==> src/rtl/opb_slave_regbank_if.sv <==
// OPB bus signals between a master and the opb_slave_regbank responder.
// Bit 0 is the MSB on every vector, matching OPB numbering.
interface opb_slave_regbank_if;
    logic [0:31] OPB_ABus;
    logic [0:3]  OPB_BE;
    logic [0:31] OPB_DBus;
    logic        OPB_RNW;
    logic        OPB_select;
    logic        OPB_seqAddr;
    logic [0:31] Sl_DBus;
    logic        Sl_xferAck;
    logic        Sl_errAck;
    logic        Sl_retry;
    logic        Sl_toutSup;

    modport master (
        output OPB_ABus, OPB_BE, OPB_DBus, OPB_RNW, OPB_select, OPB_seqAddr,
        input  Sl_DBus, Sl_xferAck, Sl_errAck, Sl_retry, Sl_toutSup
    );

    modport slave (
        input  OPB_ABus, OPB_BE, OPB_DBus, OPB_RNW, OPB_select, OPB_seqAddr,
        output Sl_DBus, Sl_xferAck, Sl_errAck, Sl_retry, Sl_toutSup
    );
endinterface

==> src/rtl/opb_slave_regbank.sv <==
// OPB slave register bank: reg0 read-only ID, regs 1..NUM_REGS-1 read/write, programmable wait states.
// Define OPB_SLV_ERRACK_EN to complete unmapped accesses and reg0 writes with Sl_errAck.
module opb_slave_regbank #(
    parameter logic [31:0] C_BASEADDR  = 32'h0000_0000,
    parameter logic [31:0] C_HIGHADDR  = 32'h0000_00FF,
    parameter int unsigned NUM_REGS    = 8,
    parameter int unsigned WAIT_STATES = 2,
    parameter logic [31:0] ID_VALUE    = 32'h4750_4D43
) (
    input  logic                      OPB_Clk,
    input  logic                      OPB_Rst_n,
    opb_slave_regbank_if.slave        opb,
    output logic [0:NUM_REGS*32-1]    user_regs,
    output logic                      user_wr,
    output logic [0:5]                user_wr_idx
);

    localparam int unsigned IDX_W = (NUM_REGS > 1) ? $clog2(NUM_REGS) : 1;
    localparam logic [31:0] SPAN  = C_HIGHADDR - C_BASEADDR;

    typedef enum logic [1:0] {S_IDLE, S_WAIT, S_ACK, S_DONE} state_t;

    state_t      state_q;
    logic [3:0]  cnt_q;
    logic [31:0] idx_q;
    logic        rnw_q;
    logic [3:0]  be_q;
    logic [31:0] wdata_q;
    logic [31:0] regs_q [NUM_REGS];

    logic [31:0] sl_dbus_q;
    logic        xfer_ack_q;
    logic        err_ack_q;
    logic        tout_sup_q;
    logic        user_wr_q;
    logic [5:0]  user_wr_idx_q;

    // Window decode; an address below the base wraps the offset past SPAN.
    logic [31:0] abus;
    logic [31:0] offset;
    logic [31:0] win_idx;
    logic        win_hit;

    assign abus    = opb.OPB_ABus;
    assign offset  = abus - C_BASEADDR;
    assign win_idx = {2'b00, offset[31:2]};
    assign win_hit = opb.OPB_select && (offset <= SPAN);

    logic [31:0] idx_d;
    logic        rnw_d;
    logic        idx_in_range;
    logic        err_d;
    logic        wr_ok_d;
    logic        go_ack_d;
    logic [31:0] rd_data_d;
    logic [31:0] ack_dbus_d;
    logic [31:0] wr_merge_d;

    // Response for the cycle about to enter ACK; with zero wait states it comes straight off the bus.
    always_comb begin
        // NOTE: every always_comb output gets a default first so no path leaves it unassigned (no latch).
        idx_d        = (state_q == S_IDLE) ? win_idx : idx_q;
        rnw_d        = (state_q == S_IDLE) ? opb.OPB_RNW : rnw_q;
        idx_in_range = (idx_d < NUM_REGS);
        rd_data_d    = '0;
        if (idx_d == 32'd0) begin
            rd_data_d = ID_VALUE;
        end else if (idx_in_range) begin
            rd_data_d = regs_q[idx_d[IDX_W-1:0]];
        end
`ifdef OPB_SLV_ERRACK_EN
        err_d = !idx_in_range || (!rnw_d && (idx_d == 32'd0));
`else
        err_d = 1'b0;
`endif
        wr_ok_d    = !rnw_d && idx_in_range && (idx_d != 32'd0);
        ack_dbus_d = (rnw_d && !err_d) ? rd_data_d : '0;
        go_ack_d   = ((state_q == S_IDLE) && win_hit && (WAIT_STATES == 0)) ||
                     ((state_q == S_WAIT) && opb.OPB_select && (cnt_q == 4'd0));
    end

    always_comb begin
        wr_merge_d = regs_q[idx_q[IDX_W-1:0]];
        for (int b = 0; b < 4; b++) begin
            if (be_q[b]) wr_merge_d[8*b +: 8] = wdata_q[8*b +: 8];
        end
    end

    // NOTE: sequential state uses non-blocking assignments only, so every flop samples pre-edge values.
    always_ff @(posedge OPB_Clk or negedge OPB_Rst_n) begin
        if (!OPB_Rst_n) begin
            state_q       <= S_IDLE;
            cnt_q         <= '0;
            idx_q         <= '0;
            rnw_q         <= 1'b0;
            be_q          <= '0;
            wdata_q       <= '0;
            sl_dbus_q     <= '0;
            xfer_ack_q    <= 1'b0;
            err_ack_q     <= 1'b0;
            tout_sup_q    <= 1'b0;
            user_wr_q     <= 1'b0;
            user_wr_idx_q <= '0;
            // NOTE: this bank is flops visible to fabric, so it is reset; a RAM-style array would not be.
            for (int i = 0; i < NUM_REGS; i++) regs_q[i] <= '0;
        end else begin
            sl_dbus_q  <= '0;
            xfer_ack_q <= 1'b0;
            err_ack_q  <= 1'b0;
            tout_sup_q <= 1'b0;
            user_wr_q  <= 1'b0;

            unique case (state_q)
                S_IDLE: begin
                    if (win_hit) begin
                        idx_q   <= win_idx;
                        rnw_q   <= opb.OPB_RNW;
                        be_q    <= opb.OPB_BE;
                        wdata_q <= opb.OPB_DBus;
                        if (WAIT_STATES > 0) begin
                            state_q    <= S_WAIT;
                            cnt_q      <= 4'(WAIT_STATES - 1);
                            tout_sup_q <= 1'b1;
                        end else begin
                            state_q <= S_ACK;
                        end
                    end
                end
                S_WAIT: begin
                    if (!opb.OPB_select) begin
                        state_q <= S_IDLE;
                    end else if (cnt_q == 4'd0) begin
                        state_q <= S_ACK;
                    end else begin
                        cnt_q      <= cnt_q - 4'd1;
                        tout_sup_q <= 1'b1;
                    end
                end
                S_ACK: begin
                    state_q <= S_DONE;
                    if (wr_ok_d) regs_q[idx_q[IDX_W-1:0]] <= wr_merge_d;
                end
                S_DONE:  state_q <= S_IDLE;
                default: state_q <= S_IDLE;
            endcase

            if (go_ack_d) begin
                xfer_ack_q <= !err_d;
                err_ack_q  <= err_d;
                sl_dbus_q  <= ack_dbus_d;
                user_wr_q  <= wr_ok_d;
                if (wr_ok_d) user_wr_idx_q <= idx_d[5:0];
            end
        end
    end

    always_comb begin
        user_regs       = '0;
        user_regs[0:31] = ID_VALUE;
        for (int i = 1; i < NUM_REGS; i++) user_regs[i*32 +: 32] = regs_q[i];
    end

    assign opb.Sl_DBus    = sl_dbus_q;
    assign opb.Sl_xferAck = xfer_ack_q;
    assign opb.Sl_errAck  = err_ack_q;
    assign opb.Sl_retry   = 1'b0;
    assign opb.Sl_toutSup = tout_sup_q;
    assign user_wr        = user_wr_q;
    assign user_wr_idx    = user_wr_idx_q;

    // Beats are always single and byte-lane address bits carry no meaning here.
    logic unused_ok;
    assign unused_ok = ^{opb.OPB_seqAddr, offset[1:0]};

endmodule
==> src/flat_wrapper.sv <==
// flat-port wrapper written by rule: the top's interface ports become plain ports
module opb_slave_regbank_flat 
#(
    parameter logic [31:0] C_BASEADDR  = 32'h0000_0000,
    parameter logic [31:0] C_HIGHADDR  = 32'h0000_00FF,
    parameter int unsigned NUM_REGS    = 8,
    parameter int unsigned WAIT_STATES = 2,
    parameter logic [31:0] ID_VALUE    = 32'h4750_4D43
)
  (OPB_Clk, OPB_Rst_n, user_regs, user_wr, user_wr_idx, opb_OPB_ABus, opb_OPB_BE, opb_OPB_DBus, opb_OPB_RNW, opb_OPB_select, opb_OPB_seqAddr, opb_Sl_DBus, opb_Sl_xferAck, opb_Sl_errAck, opb_Sl_retry, opb_Sl_toutSup);
  opb_slave_regbank_if opb_i ();
  input  logic OPB_Clk;
  input  logic OPB_Rst_n;
  output logic [0:NUM_REGS*32-1] user_regs;
  output logic user_wr;
  output logic [0:5] user_wr_idx;
  input wire logic [$bits(opb_i.OPB_ABus)-1:0] opb_OPB_ABus;
  input wire logic [$bits(opb_i.OPB_BE)-1:0] opb_OPB_BE;
  input wire logic [$bits(opb_i.OPB_DBus)-1:0] opb_OPB_DBus;
  input wire logic [$bits(opb_i.OPB_RNW)-1:0] opb_OPB_RNW;
  input wire logic [$bits(opb_i.OPB_select)-1:0] opb_OPB_select;
  input wire logic [$bits(opb_i.OPB_seqAddr)-1:0] opb_OPB_seqAddr;
  output wire logic [$bits(opb_i.Sl_DBus)-1:0] opb_Sl_DBus;
  output wire logic [$bits(opb_i.Sl_xferAck)-1:0] opb_Sl_xferAck;
  output wire logic [$bits(opb_i.Sl_errAck)-1:0] opb_Sl_errAck;
  output wire logic [$bits(opb_i.Sl_retry)-1:0] opb_Sl_retry;
  output wire logic [$bits(opb_i.Sl_toutSup)-1:0] opb_Sl_toutSup;
  assign opb_i.OPB_ABus = opb_OPB_ABus;
  assign opb_i.OPB_BE = opb_OPB_BE;
  assign opb_i.OPB_DBus = opb_OPB_DBus;
  assign opb_i.OPB_RNW = opb_OPB_RNW;
  assign opb_i.OPB_select = opb_OPB_select;
  assign opb_i.OPB_seqAddr = opb_OPB_seqAddr;
  assign opb_Sl_DBus = opb_i.Sl_DBus;
  assign opb_Sl_xferAck = opb_i.Sl_xferAck;
  assign opb_Sl_errAck = opb_i.Sl_errAck;
  assign opb_Sl_retry = opb_i.Sl_retry;
  assign opb_Sl_toutSup = opb_i.Sl_toutSup;
  opb_slave_regbank #(.C_BASEADDR(C_BASEADDR), .C_HIGHADDR(C_HIGHADDR), .NUM_REGS(NUM_REGS), .WAIT_STATES(WAIT_STATES), .ID_VALUE(ID_VALUE)) u_core (.OPB_Clk(OPB_Clk), .OPB_Rst_n(OPB_Rst_n), .opb(opb_i), .user_regs(user_regs), .user_wr(user_wr), .user_wr_idx(user_wr_idx));
endmodule
==> config.mk <==
export PLATFORM = sky130hd
export DESIGN_NAME = opb_slave_regbank_flat
export DESIGN_NICKNAME = d
export VERILOG_FILES = /design/src/rtl/opb_slave_regbank_if.sv /design/src/rtl/opb_slave_regbank.sv /design/src/flat_wrapper.sv
export SDC_FILE = /design/constraint.sdc
export NUM_CORES = 1
export LEC_CHECK = 0
export CAP_MARGIN = 25
export CORE_MARGIN = 2
export CORE_UTILIZATION = 50
export DETAILED_ROUTE_END_ITERATION = 16
export MAX_ROUTING_LAYER = met4
export PLACE_DENSITY = 0.84
export SYNTH_ARGS = -nofsm -noshare
export SYNTH_HDL_FRONTEND = slang
export SYNTH_SLANG_ARGS = --single-unit
==> constraint.sdc <==
create_clock -name OPB_Clk -period 3.03 [get_ports OPB_Clk]
set_clock_uncertainty 0.15 [all_clocks]
set_input_delay 0.303 -clock OPB_Clk [delete_from_list [all_inputs] [get_ports OPB_Clk]]
set_output_delay 0.303 -clock OPB_Clk [all_outputs]
set_load 0.01 [all_outputs]
==> results of run 1 <==
## cells by family after synthesis
logic type	count (synthesis)	share of synthesized area [%]
AOI/OAI and AO/OA	273	10.4
adders and majority gates	1	0.0618
DFF	370	45.7
xor gates and xnor gates	2	0.0865
other	2	0.0371
and+or+nand+nor	265	7.01
muxes	410	22.3
buffers and inverters	491	14.4
## area by class of cell
cell class | instances | share of cell area [%]
clock inverter | 15 | 0.652
timing repair buffer | 456 | 18.4
clock buffer | 59 | 4.95
sequential | 370 | 38.0
inverter | 89 | 1.37
multi-input combinational | 985 | 33.9
tap | 525 | 2.70
antenna | 2 | 0.0205
## worst reg2reg max path, cell delays in order, from the launching register on
cell and delay [ns]:
dfrtp_1 0.43, or2_1 0.35, mux2i_2 0.35, o2111ai_4 0.18
buf_12 0.18, a2111oi_4 0.42, buf_4 0.31, buf_4 0.20
mux2i_1 0.22
## flip-flops by register name, summed over array words and instances, names as in the netlist, named ones only
register	count
u_core.regs_q	32
u_core.opb.Sl_toutSup	1
u_core.rnw_q	1
u_core.user_regs	224
u_core.cnt_q	4
u_core.idx_q	30
u_core.wdata_q	32
u_core.state_q	1
u_core.user_wr	1
u_core.opb.Sl_DBus	32
u_core.user_wr_idx	6
u_core.be_q	4
u_core.opb.Sl_xferAck	1
## through the flow
step	std cells	power (mW)	util, %
after floorplan	1846	5.22	-
after global placement	2422	5.48	57.6
after detailed placement	2423	5.49	57.7
after CTS	2498	10.5	61.1
after global routing	2501	10.8	61.2
final	2501	10.5	61.2
## timing repair
| action | CTS | global route |
|---|---|---|
| resized for setup | 0 | 1 |
| hold buffers | 1 | 0 |
| hold endpoints to repair | 76 | 0 |
| endpoints found under the setup margin | 0 | 14 |
| buffers inserted | 0 | 1 |
## power breakdown
group          internal (mW)  switching (mW)
Sequential              4.94      0.00000182
Combinational          0.176           0.287
Clock                   3.02            2.06
Total                   8.14            2.34
## routing by layer
layer | part of all wire (%) | routed length [um] | global-route usage [%] | vias up
met1 | 40 | 26600 | 42.4 | 7807
met5 | 0 | 0 | - | -
met4 | 5.6 | 3740 | 17.0 | 0
met3 | 10 | 6770 | 6.91 | 249
met2 | 45 | 30000 | 48.4 | 1063
li1 | - | - | - | 6446
## cells in the mapped netlist (all sizes together) (8+ instances only)
library cell  instances
nor4                 10
nor3                 27
a221o                 8
inv                  88
mux2                254
o22ai                20
o22a                  9
o2bb2ai              11
buf                 306
nor2b                 8
a22oi                19
a22o                 20
mux2i               149
a221oi               39
dfrtp               370
nor2                 35
nand3                92
and2                 27
a21oi                32
clkbuf               96
nand4                14
nand2                26
a2111oi               8
o21ai                63
o211ai               14
## worst paths after layout
path | startpoint | end | cells after the start
max | u_core.state_q[0]$_DFFE_PN0P_ | u_core.user_regs[32]$_DFFE_PN0P_ | 8
min | OPB_Rst_n | u_core.wdata_q[25]$_DFFE_PN0P_ | 2
max reg2reg | u_core.state_q[0]$_DFFE_PN0P_ | u_core.user_regs[32]$_DFFE_PN0P_ | 8
min reg2reg | u_core.regs_q[254]$_DFFE_PN0P_ | u_core.regs_q[254]$_DFFE_PN0P_ | 0
max in group asynchronous | OPB_Rst_n | u_core.user_regs[198]$_DFFE_PN0P_ | 3
min in group OPB_Clk | opb_OPB_DBus[18] | u_core.wdata_q[18]$_DFFE_PN0P_ | 2
==> results.toml, run 1 <==
[timing]
hold_viol = 0
fmaxAchievable_ghz = 0.349
setup_viol = 0
finalCritPeriodShare_pct = 94.5
relSlewSlack_pct = 48.2
period_minus_slack_ns = 2.86
slew_violations = 0
worst_pin_slew_ns = 0.769
rsz0062_at_grt = "false"
finalHoldWorstSlack_ns = 0.134
setup_tns_ns = 0
setup_ws_ns = 0.166

[cts]
clk_pin_slew_worst_paths_ns = 0.06
cts_buffers = 41
cts-root-buf = "clkbuf_16"
htree_levels = 2
clkLatencyLatePin_ns = 0.56
cts_tree = "done"
clockBufferDepth = 3
clkSinkCount = 370

[setup_path]
crit_chain = "or2_1, mux2i_2, o2111ai_4, buf_12, a2111oi_4, buf_4, buf_4, mux2i_1"
slowest_delay_ns = 0.43
critical_path.endpoint_type = "flip-flop"
crit_family = "buffers and inverters"
required_ns = 3.35
ff2ff_setup_slack_ns = 0.17
worstPathArrival_ns = 3.19
cp-start-kind = "flip-flop"
crit_fanout = 9
slowest_stage = "dfrtp_1"
cpMostUsedCell = "buf_4"
criticalPathCategory = "flip-flop to flip-flop"
crit_buf_inv = 3

[route]
firstDrtPassIters = 6
vias = 15600
wirelength_um = 67100
via_per_inst = 6.22
drc = 0
dr.first_iter.drc_count = 1725
antenna_left = 0
wl_per_cell_um = 26.8

[min_path]
holdCritPathClass = "input pin to asynchronous set/reset pin"

[finish]
fill_cells = 3080
final_cell_mix = "dfrtp_1 (367), clkdlybuf4s50_1 (333), mux2i_1 (147), mux2_1 (144), mux2_2 (110)"
multi_input_area_um2 = 8260
syn2layout_area_growth_pct = 20.3
final_common_cell = "dfrtp_1"
seq_area_um2 = 9270
final_area_um2 = 24400
fin_nets = 2017
drive_gt1_share_pct = 17.0

[place]
port_buffers = 334
gp_congestion = 0.904
dp_slack_ns = -0.332
placed_area_um2 = 23000
hpwl_um = 46700

[logic_synthesis]
synth_ff_type = "dfrtp_1"
synth.area.top_cells = "dfrtp_1 (46%), buf_4 (10%), mux2_1 (8.0%), mux2i_1 (7.3%), mux2_2 (6.1%)"
synth_edf_count = 0
syn_inst = 1814
yosysTopAreaCell = "dfrtp_1"
ys_ff_latch = 370
syn_area_um2 = 20300
ys_types = 66
async_flop_share_pct = 100
yosys_warnings = 0
yosysTopAreaCellShare_pct = 45.7
syn_avg_cell_area_um2 = 11.2
yosysSeqAreaShare_pct = 45.7

[global_routing]
grt_max_degree = 86
antenna_found_initial = 2
grt_pass1_vias = 15600
grt_pass1_wl_um = 99000
grt_overflow_total = 0
grt_util_all_layers_pct = 32.7

[pwr]
p_per_area_nw_per_um2 = 430
power.leakage_nw = 11.2
vdd_ir_drop_max_v = 0.000395

[die]
die_w_um = 205
fp-row-count = 73
die_h_um = 205
io-pin-count = 372
dieArea_um2 = 42100
start_util_pct = 50.9
core_um2 = 39800

[run_status]
status = "complete, no violations"

[run]
drv_cap = 0
(Power assumes the default switching activity.)
==> run 2: changes to the inputs <==
clock period = 3.39 ns   (was 3.03 ns; I/O delays follow)
==> run 2 against run 1 <==
  * Power is 11% lower
  * Register-to-register slack better by 0.13 ns
  * Worst setup slack better by 0.13 ns
  * Largest power group unchanged
  * Worst hold slack better by 0.11 ns
  * Clock power is 11% lower
  * Utilization is 0.64 points lower
  * First-iteration DRC count is 11% lower
  * Largest cell class unchanged
  * Flip-flop and latch count stayed put
  * Clock-buffer cell count is 5 lower
  * Sequential power is 11% lower
  * Critical endpoint is now u_core.user_regs[34]$_DFFE_PN0P_
  * Highest routed layer unchanged
==> results.toml, run 2 (same netlist as run 1, synthesis figures left out) <==
[run_status]
status = "complete, no violations"

[pwr]
switching_share_pct = 23.0
power.leakage_nw = 11.0
clkPwrFrac_pct = 48.5
vdd_ir_drop_max_v = 0.000326
p_sw_mw = 2.15
pwr-share-comb_pct = 4.3
p_per_area_nw_per_um2 = 388
totalPowerFinal_mw = 9.36
seq_power_share_pct = 47.2
p_int_mw = 7.20

[cts]
clkSinkCount = 370
cts-root-buf = "clkbuf_16"
cts_tree = "done"
clockBufferDepth = 3
clk_pin_slew_worst_paths_ns = 0.06
cts_buffers = 41
clkLatencyLatePin_ns = 0.57
htree_levels = 2
post_cts.repair.setup_buffers = 0

[route]
firstDrtPassIters = 6
vias = 15300
dr.first_iter.drc_count = 1529
wirelength_um = 67500
wl_per_cell_um = 27.3
via_per_inst = 6.21
drc = 0
antenna_left = 0

[die]
fp-row-count = 73
die_h_um = 205
start_util_pct = 50.9
die_w_um = 205
dieArea_um2 = 42100
core_um2 = 39800
io-pin-count = 372

[global_routing]
grt_pass1_vias = 15500
grt_pass1_wl_um = 99700
antenna_found_initial = 2
grt_util_all_layers_pct = 32.9
grt_max_degree = 93
grt_overflow_total = 0

[timing]
relSlewSlack_pct = 38.1
setup_viol = 0
hold_viol = 0
finalHoldWorstSlack_ns = 0.239
finalCritPeriodShare_pct = 91.3
setup_tns_ns = 0
fmaxAchievable_ghz = 0.323
rsz0062_at_grt = "false"
slew_violations = 0
setup_ws_ns = 0.294
period_minus_slack_ns = 3.10
worst_pin_slew_ns = 0.928

[setup_path]
regToRegEndpoint = "u_core.user_regs[34]$_DFFE_PN0P_"
crit_fanout = 12
criticalPathCategory = "flip-flop to flip-flop"
required_ns = 3.70
critical_path.endpoint_type = "flip-flop"
cp-start-kind = "flip-flop"
r2r_cells = 8
r2r-start = "u_core.idx_q[0]$_DFFE_PN0P_"
worstPathArrival_ns = 3.40
ff2ff_setup_slack_ns = 0.29

[finish]
fin_nets = 1984
largest_reg_flops = 224
final_common_cell = "dfrtp_1"
fin_util_pct = 60.5
final_area_um2 = 24100
drive_gt1_share_pct = 15.8
fill_cells = 3127
layoutNonFillerInstCount = 2469
final_cell_mix = "dfrtp_1 (367), clkdlybuf4s50_1 (333), mux2i_1 (147), mux2_1 (144), mux2_2 (110)"
syn2layout_area_growth_pct = 19.0

[run]
drv_cap = 0

[min_path]
whs_path_depth = 0
hold_end = "u_core.regs_q[254]$_DFFE_PN0P_"
holdCritPathClass = "flip-flop to flip-flop"
min-delay-start = "u_core.regs_q[254]$_DFFE_PN0P_"

[place]
port_buffers = 334
gp_congestion = 0.920
placed_area_um2 = 22700
hpwl_um = 45300
dp.cells = 2391
dp_slack_ns = -0.0345
-- run 2: power groups by stage --
stage / clock network, mW / logic (mW) / registers (mW)
2_1_floorplan: 0 / 0.171 / 4.50
3_3_place_gp: 0 / 0.395 / 4.50
3_5_place_dp: 0 / 0.402 / 4.50
4_1_cts: 4.58 / 0.404 / 4.42
5_1_grt: 4.78 / 0.439 / 4.41
6_report: 4.53 / 0.406 / 4.42
-- run 2: critical path, cell delays in order (launching register included) --
cell and delay, ns:
dfrtp_2 0.58, nor2_1 0.07, buf_4 0.20, a21oi_1 0.39, o2111ai_4 0.33, a2111oi_4 0.51
buf_4 0.32, buf_12 0.20, mux2i_1 0.23
-- run 2: layer usage --
layer / track usage (%) / routed length (um)
met5: - / 0
met4: 16.1 / 3590
met3: 7.63 / 6780
met2: 49.2 / 30500
met1: 42.3 / 26600
-- run 2: layout make-up --
class	instances	area (um2)	share of cell area, %
sequential	370	9270	38.4
multi-input combinational	985	8260	34.3
timing repair buffer	423	4230	17.6
clock buffer	54	1150	4.79
tap	525	657	2.72
inverter	89	334	1.39
clock inverter	20	196	0.815
antenna	3	7.51	0.0311
-- run 2: how the worst max path moves through the flow --
stage	start	endpoint	slack, ns	cells past startpoint
2_1_floorplan	opb_OPB_ABus[13]	u_core.user_regs[148]$_DFFE_PN0P_	0.63	7
3_3_place_gp	opb_OPB_ABus[13]	u_core.user_regs[219]$_DFFE_PN0P_	0.04	8
3_5_place_dp	opb_OPB_ABus[13]	u_core.user_regs[163]$_DFFE_PN0P_	-0.03	9
4_1_cts	u_core.idx_q[0]$_DFFE_PN0P_	u_core.user_regs[163]$_DFFE_PN0P_	0.29	8
5_1_grt	u_core.idx_q[0]$_DFFE_PN0P_	u_core.user_regs[163]$_DFFE_PN0P_	0.10	8
6_report	u_core.idx_q[0]$_DFFE_PN0P_	u_core.user_regs[34]$_DFFE_PN0P_	0.29	8
-- run 2: what timing repair did --
item                      in CTS  in global routing
gates resized for setup        0                  0
hold endpoints to repair      86                  0
hold buffers                   1                  0
